File: src/rtl/spi_flash_phy.sv
// Byte-level SPI master for serial flash: chip-select framing, setup/hold/deselect timing, dclk generation.
// Build option: define SPI_FLASH_PHY_MODE3_EN for SPI mode 3 (dclk idles high); the default is mode 0.
module spi_flash_phy #(
    parameter int unsigned CLK_DIV  = 4,
    parameter int unsigned CS_SETUP = 2,
    parameter int unsigned CS_HOLD  = 2,
    parameter int unsigned CS_IDLE  = 4
) (
    input  logic       clk,
    input  logic       reset_n,
    input  logic       cmd_valid,
    output logic       cmd_ready,
    input  logic [7:0] cmd_byte,
    input  logic       cmd_last,
    output logic       rsp_valid,
    output logic [7:0] rsp_byte,
    output logic       busy,
    output logic       ncs,
    output logic       dclk,
    output logic       mosi,
    input  logic       miso
);

`ifdef SPI_FLASH_PHY_MODE3_EN
    localparam logic IDLE_LVL = 1'b1;
`else
    localparam logic IDLE_LVL = 1'b0;
`endif

    localparam logic [15:0] DIV_END   = 16'(CLK_DIV - 1);
    localparam logic [15:0] SETUP_END = 16'(CS_SETUP - 1);
    localparam logic [15:0] HOLD_END  = 16'(CS_HOLD - 1);
    localparam logic [15:0] DESEL_END = 16'(CS_IDLE - 1);

    typedef enum logic [2:0] {IDLE, SETUP, SHIFT, GAP, HOLD, DESEL} state_t;

    state_t      state, state_d;
    logic [15:0] cnt, cnt_d;
    logic [2:0]  bit_idx, bit_idx_d;
    logic        high, high_d;
    logic [7:0]  tx, tx_d;
    logic [7:0]  rx, rx_d;
    logic        last, last_d;
    logic        cmd_ready_d, rsp_valid_d, busy_d, ncs_d, dclk_d, mosi_d;
    logic [7:0]  rsp_byte_d;
    logic        accept;

    assign accept = cmd_valid && cmd_ready;

    always_comb begin
        state_d     = state;
        cnt_d       = cnt + 16'd1;
        bit_idx_d   = bit_idx;
        high_d      = high;
        tx_d        = tx;
        rx_d        = rx;
        last_d      = last;
        rsp_valid_d = 1'b0;
        rsp_byte_d  = rsp_byte;
        ncs_d       = ncs;
        dclk_d      = dclk;
        mosi_d      = mosi;
        case (state)
            IDLE: begin
                cnt_d = '0;
                if (accept) begin
                    state_d = SETUP;
                    tx_d    = cmd_byte;
                    last_d  = cmd_last;
                    ncs_d   = 1'b0;
                    mosi_d  = cmd_byte[7];
                end
            end
            SETUP: begin
                if (cnt == SETUP_END) begin
                    state_d   = SHIFT;
                    cnt_d     = '0;
                    bit_idx_d = 3'd7;
                    high_d    = 1'b0;
                    dclk_d    = 1'b0;
                end
            end
            SHIFT: begin
                if (cnt == DIV_END) begin
                    cnt_d = '0;
                    if (!high) begin
                        high_d = 1'b1;
                        dclk_d = 1'b1;
                    end else begin
                        // miso is taken on the same clk edge that ends the high phase
                        rx_d = {rx[6:0], miso};
                        if (bit_idx == 3'd0) begin
                            rsp_valid_d = 1'b1;
                            rsp_byte_d  = rx_d;
                            dclk_d      = IDLE_LVL;
                            state_d     = last ? HOLD : GAP;
                        end else begin
                            bit_idx_d = bit_idx - 3'd1;
                            high_d    = 1'b0;
                            dclk_d    = 1'b0;
                            tx_d      = {tx[6:0], 1'b0};
                            mosi_d    = tx[6];
                        end
                    end
                end
            end
            GAP: begin
                cnt_d = '0;
                if (accept) begin
                    state_d   = SHIFT;
                    tx_d      = cmd_byte;
                    last_d    = cmd_last;
                    bit_idx_d = 3'd7;
                    high_d    = 1'b0;
                    dclk_d    = 1'b0;
                    mosi_d    = cmd_byte[7];
                end
            end
            HOLD: begin
                if (cnt == HOLD_END) begin
                    state_d = DESEL;
                    cnt_d   = '0;
                    ncs_d   = 1'b1;
                    mosi_d  = 1'b0;
                end
            end
            DESEL: begin
                if (cnt == DESEL_END) begin
                    state_d = IDLE;
                    cnt_d   = '0;
                end
            end
            default: state_d = IDLE;
        endcase
        cmd_ready_d = (state_d == IDLE) || (state_d == GAP);
        busy_d      = (state_d != IDLE);
    end

    always_ff @(posedge clk or negedge reset_n) begin
        if (!reset_n) begin
            state     <= IDLE;
            cnt       <= '0;
            bit_idx   <= '0;
            high      <= 1'b0;
            tx        <= '0;
            rx        <= '0;
            last      <= 1'b0;
            cmd_ready <= 1'b0;
            rsp_valid <= 1'b0;
            rsp_byte  <= '0;
            busy      <= 1'b0;
            ncs       <= 1'b1;
            dclk      <= IDLE_LVL;
            mosi      <= 1'b0;
        end else begin
            state     <= state_d;
            cnt       <= cnt_d;
            bit_idx   <= bit_idx_d;
            high      <= high_d;
            tx        <= tx_d;
            rx        <= rx_d;
            last      <= last_d;
            cmd_ready <= cmd_ready_d;
            rsp_valid <= rsp_valid_d;
            rsp_byte  <= rsp_byte_d;
            busy      <= busy_d;
            ncs       <= ncs_d;
            dclk      <= dclk_d;
            mosi      <= mosi_d;
        end
    end

endmodule
File: config.mk
export PLATFORM = sky130hd
export DESIGN_NAME = spi_flash_phy
export DESIGN_NICKNAME = d
export VERILOG_FILES = /design/src/rtl/spi_flash_phy.sv
export SDC_FILE = /design/constraint.sdc
export NUM_CORES = 1
export LEC_CHECK = 0
export BUFFER_PORTS_ARGS = -buffer_cell sky130_fd_sc_hd__buf_4
export CAP_MARGIN = 10
export CORE_ASPECT_RATIO = 0.5
export CORE_UTILIZATION = 40
export DETAILED_ROUTE_END_ITERATION = 10
export SYNTH_ARGS = -nofsm -noshare
export SYNTH_HDL_FRONTEND = slang
export SYNTH_SLANG_ARGS = --single-unit
File: constraint.sdc
create_clock -name clk -period 2.2 [get_ports clk]
set_clock_uncertainty 0.1 [all_clocks]
set_input_delay 0.44 -clock clk [delete_from_list [all_inputs] [get_ports clk]]
set_output_delay 0.44 -clock clk [all_outputs]
set_load 0.02 [all_outputs]
; After elaboration in Yosys (flattened, before gate mapping)
; Cells that the tools add are included.
[word_totals]
inputBits = 13
output_inout_bits = 14
word_cells = 96
reg_bits = 52
[classes]
eq_ne = 16
mux = 43
reduce_logical = 21
n_addsub = 2
[op_table]
columns = cell, count
row1 = 16-bit case mux with 3 select lines, 1
row2 = 3-bit 2-to-1 mux, 14
row3 = 16-bit 2-to-1 mux, 2
row4 = 7-bit 2-to-1 mux, 4
row5 = 3-bit case mux with 6 select lines, 1
row6 = 16-bit by 1-bit adder with 16-bit output (second input constant), 1
row7 = 16-bit by 1-bit == test with 1-bit output (second input constant), 1
row8 = 16-bit by 2-bit == test with 1-bit output (second input constant), 1
row9 = 1-bit 2-to-1 mux, 15
row10 = 2-bit inequality test (second input constant), 7
row11 = 7-bit case mux with 2 select lines, 1
row12 = 6-bit AND reduction, 2
row13 = 3-bit by 2-bit == test with 1-bit output (second input constant), 3
row14 = 3-bit logical NOT, 3
row15 = 1-bit case mux with 3 select lines, 3
row16 = 3-bit case mux with 3 select lines, 1
row17 = 3-bit nonzero test, 3
row18 = 4-bit AND reduction, 2
row19 = 3-bit == test (second input constant), 2
row20 = 3-bit AND reduction, 2
row21 = 2-bit OR reduction, 3
row22 = 5-bit AND reduction, 1
row23 = 2-bit nonzero test, 2
row24 = 3-bit by 1-bit == test with 1-bit output (second input constant), 1
row25 = other kinds (6), 6

; Depth between registers and ports, before layout
; Gate-level depths: netlist of the first run.
[depth]
ltp_word = 7
mapped_depth = 8
mapped_depth_nobuf = 7

; Worst setup path before layout of the first run
; No wires, ideal clock.
[synth_path]
kind = register to register
from = register cnt[1]
to = register mosi
synth_period_minus_slack_ps = 2075
setup_ps = 125
slack_ps = 125
n_path_buf = 0
path_stages_with_launch = 8
required_ps = 1975
t_arrival_ps = 1850
cell_sequence = dfrtp_1 -> inv_1 -> ha_1 -> nor3b_1 -> and4_1 -> nor3b_1 -> a2111oi_2 -> mux2_2
[synth_between]
elab_chain_len = 3
word_cells_on_any_way = 5
cone_classes = eq/ne: 4 / reduce/logical: 1
[synth_rtl]
columns = element, line_no
row1 = from (decl), 38  ; logic [15:0] cnt, cnt_d;
row2 = from (signal assigned), 157  ; cnt <= cnt_d;
row3 = 16-bit by 2-bit == test with 1-bit output or 16-bit by 1-bit == test with 1-bit output (tied branches), "84, 120"
row4 = 2-bit inequality test (no line), n/a
row5 = 6-bit AND reduction (no line) (*), n/a
row6 = to (signal assigned), 169  ; mosi <= mosi_d;
row7 = to (decl), 20  ; output logic mosi,
; Mark *: on every way between the ends. The rest lies on a longest branch, timed or not.
; A chain may end at the register's enable or synchronous reset.

; Final worst setup path of the first run
[layout_path]
from = register cnt[2]
to = register tx[3]
[layout_between]
elab_chain_len = 3
[layout_rtl]
columns = element, line_no
row1 = 16-bit by 2-bit == test with 1-bit output, 84  ; if (cnt == DIV_END) begin
row2 = 2-bit inequality test (no line), n/a
row3 = 5-bit AND reduction (no line), n/a
row4 = to (signal assigned), 160  ; tx <= tx_d;
row5 = to (decl), 41  ; logic [7:0] tx, tx_d;
; Every way passes these cells.

==> results of run 1 <==
==> synthesized netlist by cell type, types with 2 or more instances <==
cell and count:
xor2_1 4, inv_1 9, nor4_1 4, and3_1 2, mux2_2 31, and4_1 3, nand2b_1 2, a31oi_4 2
dfrtp_1 51, mux2i_1 3, nor3b_1 3, nand2_1 8, nand4_1 3, buf_2 6, a211oi_1 2, ha_1 4
a21oi_1 21, nand3_1 8, o21ai_0 2, nor3_1 6, and2_1 2, a31oi_1 2, xnor2_1 11, nor2b_1 2
nor2_1 16
==> worst max-delay path: stages, from the launching register on <==
cell,delay (ns)
dfrtp_1,0.41
nor4_4,0.33
and4_1,0.25
buf_4,0.13
nand4b_2,0.14
a31oi_4,0.30
mux2_2,0.37
==> cell type report <==
cell class	instances	area [sq um]	share of cell area (%)
Multi-Input combinational cell	164	1325	38.69
Sequential cell	52	1303	38.03
Timing Repair Buffer	59	475.5	13.88
Clock buffer	6	138.9	4.056
Tap cell	88	110.1	3.215
Clock inverter	2	38.79	1.133
Inverter	9	33.78	0.9865
==> power by group <==
| group | leakage [nW] | internal (mW) | total (mW) | switching (mW) |
|---|---|---|---|---|
| clock | 0.0871 | 0.570 | 0.925 | 0.355 |
| sequential | 0.674 | 1.18 | 1.33 | 0.147 |
| combinational | 0.766 | 0.953 | 1.84 | 0.891 |
==> through the flow <==
stage               util [%]  area, sq um  power [mW]
floorplan                  -         2674       2.545
global placement       50.72         3173       3.107
detailed placement     50.72         3173       3.150
CTS                    53.92         3373       4.126
global route           54.74         3425       4.377
finish                 54.74         3425       4.099
==> state kept, by name (all words and copies together) (netlist names), 3 cells and up <==
name      cells
tx            7
bit_idx       3
rsp_byte      8
rx            7
state         3
cnt          16
==> placed cells by master, fill, tap and decap left out, types with 2 or more instances in the layout <==
| cell type | count |
|---|---|
| nor3_1 | 5 |
| nor4_4 | 3 |
| inv_1 | 9 |
| xor2_1 | 4 |
| a31oi_1 | 2 |
| a21oi_1 | 21 |
| and2_1 | 2 |
| buf_4 | 55 |
| and3_1 | 2 |
| buf_12 | 2 |
| nor2b_1 | 2 |
| mux2_2 | 31 |
| buf_6 | 2 |
| a211oi_1 | 2 |
| xnor2_1 | 11 |
| dfrtp_1 | 51 |
| nor3b_1 | 2 |
| nor3_2 | 2 |
| ha_1 | 4 |
| nand4_1 | 3 |
| clkbuf_16 | 5 |
| nor2_1 | 16 |
| nand2b_1 | 2 |
| a31oi_4 | 2 |
| mux2i_1 | 3 |
| nor4_1 | 2 |
| and4_1 | 3 |
| nand3_1 | 8 |
| nand2_1 | 8 |
| o21ai_0 | 2 |
==> kinds of logic after synthesis <==
family / after synthesis / synth area share [%]
buffers and inverters: 19 / 3.369
adders and majority gates: 4 / 1.872
AOI/OAI and AO/OA: 43 / 11.89
xor gates and xnor gates: 15 / 4.913
DFF: 52 / 48.71
muxes: 35 / 14.60
and+or+nand+nor: 67 / 14.65
==> routing by layer <==
| layer | global-route usage (%) | vias up | wire (um) |
|---|---|---|---|
| li1 | - | 957 | - |
| met1 | 22.71 | 930 | 2708 |
| met2 | 26.05 | 34 | 2312 |
| met3 | 4.485 | 5 | 243 |
| met4 | 5.495 | 0 | 45 |
| met5 | 0 | - | 0 |
==> what timing repair did <==
item	CTS	global route
endpoints found under the setup margin	7	29
setup buffers	1	1
cloned	0	1
pin swaps	1	5
hold endpoints to repair	0	0
resized for setup	2	9
==> worst max path at each step <==
stage | from | end | slack, ns | depth (start not counted)
3_3_place_gp | cnt[1] | mosi | 0.04 | 7
2_1_floorplan | cnt[1] | mosi | 0.13 | 7
6_report | cnt[2] | tx[3] | 0.05 | 6
3_5_place_dp | cnt[1] | mosi | -0.006 | 7
4_1_cts | cnt[2] | tx[3] | 0.01 | 6
5_1_grt | cnt[2] | tx[3] | -0.05 | 6
==> impl_metrics.py, run 1 <==
metrics = {
    "synthesis": {
        "syn_area_sq_mm": 0.002674,
        "synthesis.area_per_instance_sq_um": 11.38,
        "yosys_warnings": 0,
        "synth_top_area_share_pct": 47.73,
        "synth-seq-cells": 52,
        "syn_inst": 235,
        "yosysSeqAreaShare_pct": 48.71,
        "ys_top_cells_by_area": "dfrtp_1, mux2_2, a21oi_1",
        "yosys.area.top_type": "dfrtp_1",
        "yosysUniqueCellTypes": 53,
        "synth-main-ff-cell": "dfrtp_1",
        "synth_nets": 252,
        "synthArstFlopShare_pct": 100.0,
        "synth_edf_count": 0,
    },
    "global_routing": {
        "antenna_found_initial": 0,
        "grt_pass1_wl_um": 9121,
        "grt_pass1_vias": 1888,
        "grt-ovfl-total": 0,
        "grtUsageTotal_pct": 16.67,
        "grt_start_max_net_pins": 53,
    },
    "sta": {
        "rsz0062_at_grt": "true",
        "holdWs_ns": 0.06565,
        "worst_pin_slew_ns": 0.6623,
        "setup_viol": 0,
        "layout_worst_path_cycle_share_pct": 97.92,
        "finalHoldViolCount": 0,
        "worst_slack_ns": 0.04571,
        "slew_headroom_pct": 55.85,
        "drv_slew": 0,
        "tns_ns": 0,
        "post-route-min-period_ns": 2.154,
        "timing.fmax_mhz": 464.2,
    },
    "critical_path": {
        "start_kind": "flop",
        "r2r_cells": 6,
        "endpoint_kind": "flop",
        "reg2reg_slack_ns": 0.05,
        "cp_max_fo": 7,
        "worst_ep_arrival_time_ns": 2.23,
        "r2r_end": "tx[3]",
        "path_class": "reg2reg",
        "r2r-start": "cnt[2]",
        "required_ns": 2.28,
    },
    "finish": {
        "syn2layout_area_growth_pct": 28.08,
        "drive_above_1_share_pct": 39.73,
        "final_cells": 380,
        "n_antenna_cell": 0,
        "nNetsFinal": 308,
        "fillerInstances": 543,
    },
    "route": {
        "wl_per_cell_um": 13.97,
        "drc": 0,
        "vias_per_cell": 5.068,
        "first_iter_violations": 64,
        "ant_nets": 0,
        "dr_total_vias": 1926,
        "routed_wl_um": 5310,
        "firstDrtPassIters": 4,
    },
    "cts": {
        "htree_levels": 2,
        "cts-root-buf": "clkbuf_16",
        "clkLatencyLatePin_ns": 0.29,
        "numCtsBuffers": 5,
        "cts_hold_buf": 0,
        "cts_sinks": 52,
        "cts.clk_slew.worst_paths_ns": 0.07,
        "cts.path.max_buffers": 2,
        "cts_tree": "built",
    },
    "floorplanning": {
        "die_y_um": 59.81,
        "dieArea_sq_mm": 0.007035,
        "std_cell_rows": 20,
        "fp.dieW_um": 117.6,
        "start_util_pct": 42.74,
        "ios": 27,
        "core_area_sq_mm": 0.006256,
    },
    "pwr": {
        "pwr_density_cell_mw_per_mm2": 1197,
        "p_leak_nw": 1.527,
        "vdd_drop_max_v": 0.0004407,
    },
    "placement": {
        "dp_cells": 369,
        "hpwl_um": 3614,
        "gp_congestion": 0.7941,
        "placement.io_buffers": 26,
        "dp_slack_ns": -0.006224,
    },
    "run": {
        "max-cap-violations": 0,
    },
    "hold_path": {
        "hold_path.class": "in2async",
    },
    "status": {
        "status": "complete, no violations",
    },
}
Note: power is estimated with default switching activity, not from simulation.
==> run 2: changes to the inputs <==
==> config.mk (replaced) <==
export PLATFORM = sky130hd
export DESIGN_NAME = spi_flash_phy
export DESIGN_NICKNAME = d
export VERILOG_FILES = /design/src/rtl/spi_flash_phy.sv
export SDC_FILE = /design/constraint.sdc
export NUM_CORES = 1
export LEC_CHECK = 0
export BUFFER_PORTS_ARGS = -buffer_cell sky130_fd_sc_hd__buf_2
export CAP_MARGIN = 10
export CORE_ASPECT_RATIO = 0.5
export CORE_UTILIZATION = 31
export DETAILED_ROUTE_END_ITERATION = 10
export GPL_TIMING_DRIVEN = 0
export SYNTH_ARGS = -nofsm -noshare
export SYNTH_HDL_FRONTEND = slang
export SYNTH_SLANG_ARGS = --single-unit
==> run 2 against run 1 <==
Net effect: sequential share of layout area shrank 0.35 points; die area grew 28%; global-route usage shrank 3.6 points; critical path depth is the same; wire length grew 9.9%; design area grew 1.3%; largest power group unchanged.
==> impl_metrics.py, run 2 (same netlist as run 1, synthesis figures left out) <==
metrics = {
    "placement": {
        "hpwl_um": 3700,
        "gp_congestion": 0.8280,
        "dp_cells": 373,
        "dp_slack_ns": -0.1931,
        "placed_area_sq_mm": 0.002944,
        "placement.io_buffers": 26,
    },
    "finish": {
        "fillerInstances": 791,
        "final_cells": 405,
        "multi_input_area_sq_mm": 0.001416,
        "n_antenna_cell": 0,
        "syn2layout_area_growth_pct": 29.76,
        "final_common_cell": "dfrtp_1",
        "final_util_pct": 42.45,
        "top_register": "cnt",
        "largest_register_ffs": 16,
        "reg.largest.list": "cnt (16), rsp_byte (8)",
        "mostFrequentLayoutCells": "dfrtp_1, buf_2, mux2_2, buf_4, a21oi_1",
        "design_area_sq_mm": 0.003470,
        "ff_latch_area_sq_mm": 0.001308,
        "nNetsFinal": 309,
        "drive_above_1_share_pct": 42.66,
    },
    "global_routing": {
        "grt_busiest_layer": "met2",
        "grt_pass1_wl_um": 9135,
        "grt-ovfl-total": 0,
        "antenna_found_initial": 0,
        "grt_pass1_vias": 1894,
        "met2_usage_pct": 22.27,
        "grt_use_met1_pct": 16.34,
        "grt_start_max_net_pins": 53,
        "met3_usage_pct": 3.529,
        "grtUsageTotal_pct": 13.10,
    },
    "sta": {
        "finalHoldViolCount": 0,
        "holdWs_ns": 0.2797,
        "slew_headroom_pct": 63.85,
        "layout_worst_path_cycle_share_pct": 99.74,
        "tns_ns": 0,
        "post-route-min-period_ns": 2.194,
        "worst_pin_slew_ns": 0.5403,
        "setup_viol": 0,
        "drv_slew": 0,
        "worst_slack_ns": 0.005816,
        "rsz0062_at_grt": "true",
        "timing.fmax_mhz": 455.8,
    },
    "route": {
        "routed_wl_um": 5835,
        "firstDrtPassIters": 4,
        "drc": 0,
        "first_iter_violations": 139,
        "wl_per_cell_um": 14.41,
        "ant_nets": 0,
        "dr_total_vias": 1986,
        "vias_per_cell": 4.904,
    },
    "floorplanning": {
        "dieArea_sq_mm": 0.009023,
        "core_area_sq_mm": 0.008173,
        "die_y_um": 67.67,
        "fp.dieW_um": 133.3,
        "std_cell_rows": 23,
        "start_util_pct": 32.72,
        "ios": 27,
    },
    "cts": {
        "cts_tree": "built",
        "numCtsBuffers": 5,
        "cts.path.max_buffers": 2,
        "cts.clk_slew.worst_paths_ns": 0.07,
        "clkLatencyLatePin_ns": 0.29,
        "htree_levels": 2,
        "cts-root-buf": "clkbuf_16",
        "cts_sinks": 52,
    },
    "status": {
        "status": "complete, no violations",
    },
    "pwr": {
        "p_total_mw": 4.189,
        "pwr_density_cell_mw_per_mm2": 1207,
        "vdd_drop_max_v": 0.0004117,
        "p_leak_nw": 1.549,
    },
    "critical_path": {
        "path_class": "reg2reg",
        "cp_max_fo": 8,
        "crit_chain": "nor4_4, and4_4, buf_8, a31oi_2, nor3_2, mux2_2",
        "required_ns": 2.27,
        "start_kind": "flop",
        "cp_slowest_stage_delay_ns": 0.42,
        "cp_slowest_cell": "dfrtp_1",
        "endpoint_kind": "flop",
        "worst_ep_arrival_time_ns": 2.27,
    },
    "run": {
        "max-cap-violations": 0,
    },
    "hold_path": {
        "hold_path.class": "in2reg",
    },
}
## run 2: cell count changes in the layout (fill, tap and decap cells not counted), sizes merged
cell | before | now
clkbuf | 6 | 7
dlygate4sd3 | 0 | 1
buf | 59 | 57
inv | 9 | 10
clkinv | 1 | 0
clkinvlp | 0 | 1
## run 2: path summary, 6_finish.rpt
| check | startpoint | endpoint | slack (ns) | depth (start not counted) |
|---|---|---|---|---|
| max | cnt[8] | dclk | 0.006 | 6 |
| min | cmd_last | last | 0.28 | 2 |
| max reg2reg | cnt[8] | dclk | 0.006 | 6 |
| min reg2reg | rsp_byte[3] | rsp_byte[3] | 0.40 | 1 |
| max in group asynchronous | reset_n | cnt[12] | 1.00 | 3 |
| min in group asynchronous | reset_n | tx[0] | 0.47 | 2 |
## run 2: area by class of cell
class / instances / area share [%]
Buffer: 10 / 1.803
Sequential cell: 52 / 37.68
Inverter: 9 / 0.9737
Tap cell: 112 / 4.039
Clock inverter: 3 / 1.334
Clock buffer: 5 / 3.606
Timing Repair Buffer: 50 / 9.737
Multi-Input combinational cell: 164 / 40.82
## run 2: timing repair
item	CTS	global route
setup buffers	11	11
pin swaps	5	8
gates resized for setup	12	21
gates cloned	0	0
hold buffers	0	1
setup endpoints to repair	28	28
endpoints found under the hold margin	0	11
## run 2: layer usage
layer	share of wire (%)	up-vias
met5	0	-
met1	47	981
li1	-	957
met4	1.3	0
met2	48	41
met3	3.6	7
## run 2: report_power, final
part | switching [mW] | internal (mW) | leakage [nW] | total, mW
combinational | 0.943 | 0.984 | 0.801 | 1.93
clock | 0.355 | 0.541 | 0.0804 | 0.895
sequential | 0.180 | 1.19 | 0.668 | 1.37
total | 1.48 | 2.71 | 1.55 | 4.19
## run 2: critical path: cells and delay by family (launching register included)
kind | cells | cell delay, ns
compound gates | 1 | 0.15
buf+inv | 1 | 0.13
flops | 1 | 0.42
mux | 1 | 0.37
simple gates | 3 | 0.90
